**src/rtl/serial_rx_frame.sv**
```systemverilog
`timescale 1ns/1ps
// -----------------------------------------------------------------------------
// serial_rx_frame
// UART 8N1 receiver that collects NUM_BYTES consecutive bytes (LSB-first on
// the wire, byte 0 in the low bits of the word) and presents the whole frame
// as one parallel word. A frame is discarded on a bad stop bit or when the
// idle gap between two bytes of the same frame exceeds GAP_TIMEOUT clocks.
//
// Ports:
//   clk        system clock
//   rst        synchronous, active-high reset
//   rx         asynchronous serial input, idle high
//   data       last complete frame, stable between new_data pulses
//   new_data   one-cycle pulse when data is updated
//   busy       high while a frame is partially received (state not IDLE)
//   frame_err  one-cycle pulse when a partial frame is discarded
// -----------------------------------------------------------------------------
module serial_rx_frame #(
  parameter int CLK_PER_BIT = 50,
  parameter int NUM_BYTES   = 6,
  parameter int GAP_TIMEOUT = 4 * CLK_PER_BIT
) (
  input  logic                   clk,
  input  logic                   rst,
  input  logic                   rx,
  output logic [8*NUM_BYTES-1:0] data,
  output logic                   new_data,
  output logic                   busy,
  output logic                   frame_err
);

  localparam int DW       = 8 * NUM_BYTES;
  localparam int HALF     = CLK_PER_BIT / 2;
  localparam int CTR_SIZE = $clog2(GAP_TIMEOUT + 1);
  localparam int BIDX_W   = (NUM_BYTES > 1) ? $clog2(NUM_BYTES) : 1;

  localparam logic [CTR_SIZE-1:0] CTR_ZERO  = CTR_SIZE'(0);
  localparam logic [CTR_SIZE-1:0] CTR_ONE   = CTR_SIZE'(1);
  localparam logic [CTR_SIZE-1:0] HALF_M1   = CTR_SIZE'(HALF - 1);
  localparam logic [CTR_SIZE-1:0] BIT_M1    = CTR_SIZE'(CLK_PER_BIT - 1);
  localparam logic [CTR_SIZE-1:0] GAP_MAX   = CTR_SIZE'(GAP_TIMEOUT);
  localparam logic [BIDX_W-1:0]   BIDX_ZERO = BIDX_W'(0);
  localparam logic [BIDX_W-1:0]   BIDX_ONE  = BIDX_W'(1);
  localparam logic [BIDX_W-1:0]   LAST_BYTE = BIDX_W'(NUM_BYTES - 1);

  typedef enum logic [2:0] {
    S_IDLE      = 3'd0,
    S_START     = 3'd1,
    S_DATA      = 3'd2,
    S_STOP      = 3'd3,
    S_GAP       = 3'd4,
    S_WAIT_HIGH = 3'd5
  } state_t;

  logic              r_rx_meta;
  logic              r_rx_s;
  state_t            r_state;
  logic [CTR_SIZE-1:0] r_ctr;
  logic [CTR_SIZE-1:0] r_gap;
  logic [2:0]        r_bit_idx;
  logic [BIDX_W-1:0] r_byte_idx;
  logic [7:0]        r_byte;
  logic [DW-1:0]     r_word;
  logic [DW-1:0]     r_data;
  logic              r_new_data;
  logic              r_frame_err;
  logic              r_busy;

  state_t            w_state_next;
  logic [CTR_SIZE-1:0] w_ctr_next;
  logic [CTR_SIZE-1:0] w_gap_next;
  logic [CTR_SIZE-1:0] w_gap_inc;
  logic [2:0]        w_bit_idx_next;
  logic [BIDX_W-1:0] w_byte_idx_next;
  logic [7:0]        w_byte_next;
  logic [DW-1:0]     w_word_next;
  logic [DW-1:0]     w_word_full;
  logic [DW-1:0]     w_data_next;
  logic              w_new_data_next;
  logic              w_frame_err_next;

  assign data      = r_data;
  assign new_data  = r_new_data;
  assign busy      = r_busy;
  assign frame_err = r_frame_err;

  // Two-flop synchronizer for the asynchronous rx line; resets to idle-high.
  always_ff @(posedge clk) begin
    if (rst) begin
      r_rx_meta <= 1'b1;
      r_rx_s    <= 1'b1;
    end else begin
      r_rx_meta <= rx;
      r_rx_s    <= r_rx_meta;
    end
  end

  // Partially assembled word with the byte just received merged into its slot.
  always_comb begin
    w_word_full = r_word;
    for (int k = 0; k < NUM_BYTES; k++) begin
      if (r_byte_idx == BIDX_W'(k)) begin
        w_word_full[8*k +: 8] = r_byte;
      end else begin
        w_word_full[8*k +: 8] = r_word[8*k +: 8];
      end
    end
  end

  // Next-state and datapath decode of the receive FSM.
  always_comb begin
    w_state_next     = r_state;
    w_ctr_next       = r_ctr;
    w_gap_next       = r_gap;
    w_bit_idx_next   = r_bit_idx;
    w_byte_idx_next  = r_byte_idx;
    w_byte_next      = r_byte;
    w_word_next      = r_word;
    w_data_next      = r_data;
    w_new_data_next  = 1'b0;
    w_frame_err_next = 1'b0;
    // Saturating, so a long glitch cannot wrap the gap count past the limit.
    w_gap_inc = (r_gap == GAP_MAX) ? r_gap : (r_gap + CTR_ONE);

    case (r_state)
      S_IDLE: begin
        w_byte_idx_next = BIDX_ZERO;
        if (!r_rx_s) begin
          w_state_next = S_START;
          w_ctr_next   = CTR_ZERO;
        end else begin
          w_state_next = S_IDLE;
        end
      end

      S_START: begin
        // Glitch time keeps counting toward the inter-byte timeout.
        w_gap_next = w_gap_inc;
        if (r_ctr == HALF_M1) begin
          if (!r_rx_s) begin
            w_state_next   = S_DATA;
            w_ctr_next     = CTR_ZERO;
            w_bit_idx_next = 3'd0;
          end else if (r_byte_idx == BIDX_ZERO) begin
            w_state_next = S_IDLE;
          end else begin
            w_state_next = S_GAP;
          end
        end else begin
          w_ctr_next = r_ctr + CTR_ONE;
        end
      end

      S_DATA: begin
        if (r_ctr == BIT_M1) begin
          // LSB arrives first, so shift in from the top.
          w_byte_next = {r_rx_s, r_byte[7:1]};
          w_ctr_next  = CTR_ZERO;
          if (r_bit_idx == 3'd7) begin
            w_state_next = S_STOP;
          end else begin
            w_bit_idx_next = r_bit_idx + 3'd1;
          end
        end else begin
          w_ctr_next = r_ctr + CTR_ONE;
        end
      end

      S_STOP: begin
        if (r_ctr == BIT_M1) begin
          w_ctr_next = CTR_ZERO;
          if (!r_rx_s) begin
            w_frame_err_next = 1'b1;
            w_byte_idx_next  = BIDX_ZERO;
            w_state_next     = S_WAIT_HIGH;
          end else if (r_byte_idx == LAST_BYTE) begin
            w_data_next     = w_word_full;
            w_new_data_next = 1'b1;
            w_byte_idx_next = BIDX_ZERO;
            w_state_next    = S_IDLE;
          end else begin
            w_word_next     = w_word_full;
            w_byte_idx_next = r_byte_idx + BIDX_ONE;
            w_gap_next      = CTR_ZERO;
            w_state_next    = S_GAP;
          end
        end else begin
          w_ctr_next = r_ctr + CTR_ONE;
        end
      end

      S_GAP: begin
        w_gap_next = w_gap_inc;
        // A start edge takes priority over a simultaneous timeout.
        if (!r_rx_s) begin
          w_state_next = S_START;
          w_ctr_next   = CTR_ZERO;
        end else if (w_gap_inc == GAP_MAX) begin
          w_frame_err_next = 1'b1;
          w_byte_idx_next  = BIDX_ZERO;
          w_state_next     = S_IDLE;
        end else begin
          w_state_next = S_GAP;
        end
      end

      S_WAIT_HIGH: begin
        // Hold off until the line is released so a break is not decoded.
        if (r_rx_s) begin
          w_state_next = S_IDLE;
        end else begin
          w_state_next = S_WAIT_HIGH;
        end
      end

      default: begin
        w_state_next    = S_IDLE;
        w_byte_idx_next = BIDX_ZERO;
      end
    endcase
  end

  // FSM state, datapath and registered outputs.
  always_ff @(posedge clk) begin
    if (rst) begin
      r_state     <= S_IDLE;
      r_ctr       <= CTR_ZERO;
      r_gap       <= CTR_ZERO;
      r_bit_idx   <= 3'd0;
      r_byte_idx  <= BIDX_ZERO;
      r_byte      <= 8'h00;
      r_word      <= {DW{1'b0}};
      r_data      <= {DW{1'b0}};
      r_new_data  <= 1'b0;
      r_frame_err <= 1'b0;
      r_busy      <= 1'b0;
    end else begin
      r_state     <= w_state_next;
      r_ctr       <= w_ctr_next;
      r_gap       <= w_gap_next;
      r_bit_idx   <= w_bit_idx_next;
      r_byte_idx  <= w_byte_idx_next;
      r_byte      <= w_byte_next;
      r_word      <= w_word_next;
      r_data      <= w_data_next;
      r_new_data  <= w_new_data_next;
      r_frame_err <= w_frame_err_next;
      r_busy      <= (w_state_next != S_IDLE);
    end
  end

endmodule

```
**config.mk**
```make
export PLATFORM = sky130hd
export DESIGN_NAME = serial_rx_frame
export DESIGN_NICKNAME = d
export VERILOG_FILES = /design/src/rtl/serial_rx_frame.sv
export SDC_FILE = /design/constraint.sdc
export NUM_CORES = 1
export LEC_CHECK = 0
export CELL_PAD_IN_SITES_DETAIL_PLACEMENT = 1
export CELL_PAD_IN_SITES_GLOBAL_PLACEMENT = 1
export CORE_ASPECT_RATIO = 1.75
export CORE_MARGIN = 3
export CORE_UTILIZATION = 46
export DETAILED_ROUTE_END_ITERATION = 6
export PLACE_DENSITY = 0.89
export SLEW_MARGIN = 20
export SYNTH_ARGS = -nofsm -noshare
export SYNTH_HDL_FRONTEND = slang
export SYNTH_SLANG_ARGS = --single-unit
```
**constraint.sdc**
```tcl
create_clock -name clk -period 3.2 [get_ports clk]
set_input_delay 0.48 -clock clk [delete_from_list [all_inputs] [get_ports clk]]
set_output_delay 0.48 -clock clk [all_outputs]
set_load 0.1 [all_outputs]
```
==> results.rst <==
.. list-table::
   :header-rows: 1

   * - Metric
     - Value
   * - Antenna Diode Count
     - 0
   * - Total CTS buffers
     - 17
   * - Critical path fanouts, max
     - 8
   * - Clock tree from TritonCTS
     - built
   * - Warning count from the yosys run
     - 0
   * - Number of buffer cells added on primary ports
     - 53
   * - Final hold violation count
     - 0
   * - Global-route wire length before repair
     - 25.3 mm
   * - Number of synthesized register bits
     - 126
   * - Critical-path top delay cell
     - sky130_fd_sc_hd__dfxtp_1
   * - Postcts setup bufs
     - 0
   * - Post-route worst hold slack
     - 0.433 ns
   * - Maximum achievable frequency
     - 391 MHz
   * - Critical path required time
     - 3.50 ns
   * - Critical path launch point type
     - register
   * - Synth Instances
     - 658
   * - Number of antenna violations at the first check in global routing
     - 0
   * - Maxcap violations
     - 0
   * - Cell with the most instances after synthesis
     - sky130_fd_sc_hd__dfxtp_1
   * - Gp weighted congestion
     - 0.827
   * - Largest net degree at the start of global routing
     - 89
   * - Setup repair after global routing missed its margin
     - false
   * - Sum of buffers and inverters on the critical path
     - 0
   * - Transition time of the tightest slew-check pin
     - 0.971 ns
   * - CTS max path bufs
     - 2
   * - Run status
     - finished clean
   * - Post-DRT Antenna Nets
     - 0
   * - IO Count
     - 54
   * - Rel. slew slack
     - 0.351
   * - Detailed-route DRC error count
     - 0
   * - Number of nets in the finished design
     - 703
   * - Proportion of synthesized chip area in sequential cells
     - 0.454
   * - Count of different cell masters after synthesis
     - 54
   * - Setup violations, final
     - 0
   * - Worst R2R Setup Slack
     - 0.64 ns
   * - Area grow syn2layout
     - 20.5%
   * - Power Dens Cells
     - 539 mW/mm2
   * - Max-slew violation total from the final report
     - 0
   * - Die Outline Area
     - 0.0135 mm2
   * - Slowest cell delay on critical path
     - 0.48 ns
   * - 1st-iter DRT viols
     - 282
   * - CTS HTree Levels
     - 4
   * - Post-detail-place hpwl
     - 9.76 mm
   * - DIE WIDTH
     - 89.0 um
   * - Worst Clk Skew
     - 0.00908 ns
   * - Kind of cell adding the most delay to the critical path
     - simple AND/OR/NAND/NOR gates
   * - Count of filler cells inserted in the layout
     - 1371
   * - Period minus WS final
     - 2.56 ns
   * - Count of flip-flops with a built-in enable after synthesis
     - 0
   * - Highest ir drop seen on vdd
     - 355 uV
   * - Root cell of the clock tree
     - sky130_fd_sc_hd__clkbuf_16
   * - Setup TNS after final layout
     - 0 ns
   * - Std-Cell Rows
     - 52
   * - Starting density of the core
     - 0.474
   * - Class of the most critical setup path
     - register to register
   * - Proportion of synthesized flip-flops having asynchronous set or reset
     - 0
   * - Share of the synthesized area in the top cell type
     - 0.454
   * - Wirelength, routed
     - 15.3 mm
   * - Via count normalized by instance count
     - 5.91
   * - Count of placed standard cells including taps
     - 808
   * - Wire per inst
     - 18.2 um
   * - Number of clock sinks
     - 126
   * - Standard cell core area
     - 0.0117 mm2
   * - Ratio of cells with drive above 1 in the final layout
     - 0.136
   * - Worst-skew pair later-pin latency
     - 0.42 ns
   * - Post-route fraction of the period consumed by the critical path
     - 0.799
   * - Routed via count
     - 4962
   * - Main synth FF type
     - sky130_fd_sc_hd__dfxtp_1
   * - Commonest cells post-synth
     - sky130_fd_sc_hd__dfxtp_1 (126), sky130_fd_sc_hd__nand2_1 (94), sky130_fd_sc_hd__nor2_1 (71)
   * - Synth area leaders
     - sky130_fd_sc_hd__dfxtp_1 (45%), sky130_fd_sc_hd__mux2i_1 (7.8%), sky130_fd_sc_hd__nand2_1 (6.4%), sky130_fd_sc_hd__a21oi_1 (6.3%), sky130_fd_sc_hd__a211oi_1 (5.8%)
   * - Vias in the first global route
     - 5105
   * - Post-CTS Resized
     - 0
   * - Overall routing resource usage
     - 0.240
   * - Hold Crit Class
     - register to register
   * - Biggest area consumer among synthesized cells
     - sky130_fd_sc_hd__dfxtp_1
   * - Per-instance average area after synthesis
     - 8.44 um2
   * - Final cell count without fillers
     - 840
   * - Crit path capture type
     - register
   * - Post-synthesis instance area
     - 0.00555 mm2
   * - Worst EP arrival
     - 2.85 ns
   * - Synthesized Nets
     - 669
   * - Clock slew at reported path FFs
     - 0.06 ns
   * - Count of TritonRoute iterations in the first routing pass
     - 5
   * - Number of buffers inserted for hold repair after clock tree synthesis
     - 0
   * - Total leakage power
     - 2.31 nW
   * - Cell-by-cell listing of the critical path
     - ha_1 -> nand2_1 -> or3_2 -> a211oi_2 -> nand4_2 -> a21boi_2 -> mux2_1
   * - Grt total ovfl
     - 0
   * - Floorplan die height
     - 151 um
cell type report:
cell class / instances / area (um2) / area share
Multi-Input combinational cell: 475 / 2820 / 0.421
Sequential cell: 126 / 2520 / 0.377
Timing Repair Buffer: 64 / 553 / 0.0827
Clock buffer: 18 / 429 / 0.0642
Tap cell: 135 / 169 / 0.0253
Clock inverter: 14 / 168 / 0.0251
Inverter: 8 / 30.0 / 0.00449
path summary, 6_finish.rpt:
kind | startpoint | depth (start not counted) | endpoint
worst min register to register | r_rx_meta | 1 | r_rx_s
worst min-delay path | r_rx_meta | 1 | r_rx_s
worst max register to register | r_gap[0] | 7 | r_byte_idx[2]
worst max-delay path | r_gap[0] | 7 | r_byte_idx[2]
cell usage in the layout, fill, tap and decap left out, drive strengths merged, types with 2 or more instances in the layout:
master           n
a211oi          44
o21ai           16
a31oi            4
nand2           94
bufinv           3
buf             45
a22oi            4
nor3            13
or3              4
a22o             2
nand3           45
and4b            2
nor2b            6
clkdlybuf4s50   19
nor3b            2
nor2            71
xor2             2
dfxtp          126
nand3b           6
mux2i           43
clkbuf          18
o2bb2ai          2
ha               8
mux2             2
o21a             2
and3             2
a21oi           70
clkinv           7
clkinvlp         3
nand4            3
or2              3
nand2b           6
and2             5
a21boi           3
inv              9
metal layers:
layer | track usage | wire (um)
met1 | 0.255 | 6000
met3 | 0.0463 | 417
met2 | 0.443 | 8470
met5 | 0 | 0
met4 | 0.111 | 429
registers in the layout, indices dropped and copies added, names as in the netlist:
name and count:
r_state 3, r_byte_idx 3, r_word 40, busy 1, data 48, r_ctr 8, frame_err 1, r_byte 8
r_bit_idx 3, r_gap 8, r_rx_s 1, r_rx_meta 1, new_data 1
metrics by stage:
step                      power, mW  setup WS, ns   util  instance area (um2)
final                          3.60         0.643  0.571                 6690
after global routing           3.71         0.481  0.571                 6690
after CTS                      3.62         0.655  0.571                 6690
after detailed placement       1.69         0.691  0.520                 6090
after global placement         1.68         0.750  0.520                 6090
after floorplan                1.67         0.995      -                 5550
cells by family after synthesis:
family	count (synthesis)	synth area share
buf+inv	57	0.0406
xor+xnor	3	0.00473
simple gates	264	0.222
mux	45	0.0816
fa+ha+maj	8	0.0180
compound gates	155	0.178
flops	126	0.454
power by group:
group	internal (mW)	leakage (nW)	switching, mW
logic	0.0194	1.01	0.0536
registers	1.57	1.02	0.00710
clock network	1.22	0.286	0.728
total	2.82	2.31	0.789
(Power assumes the default switching activity.)
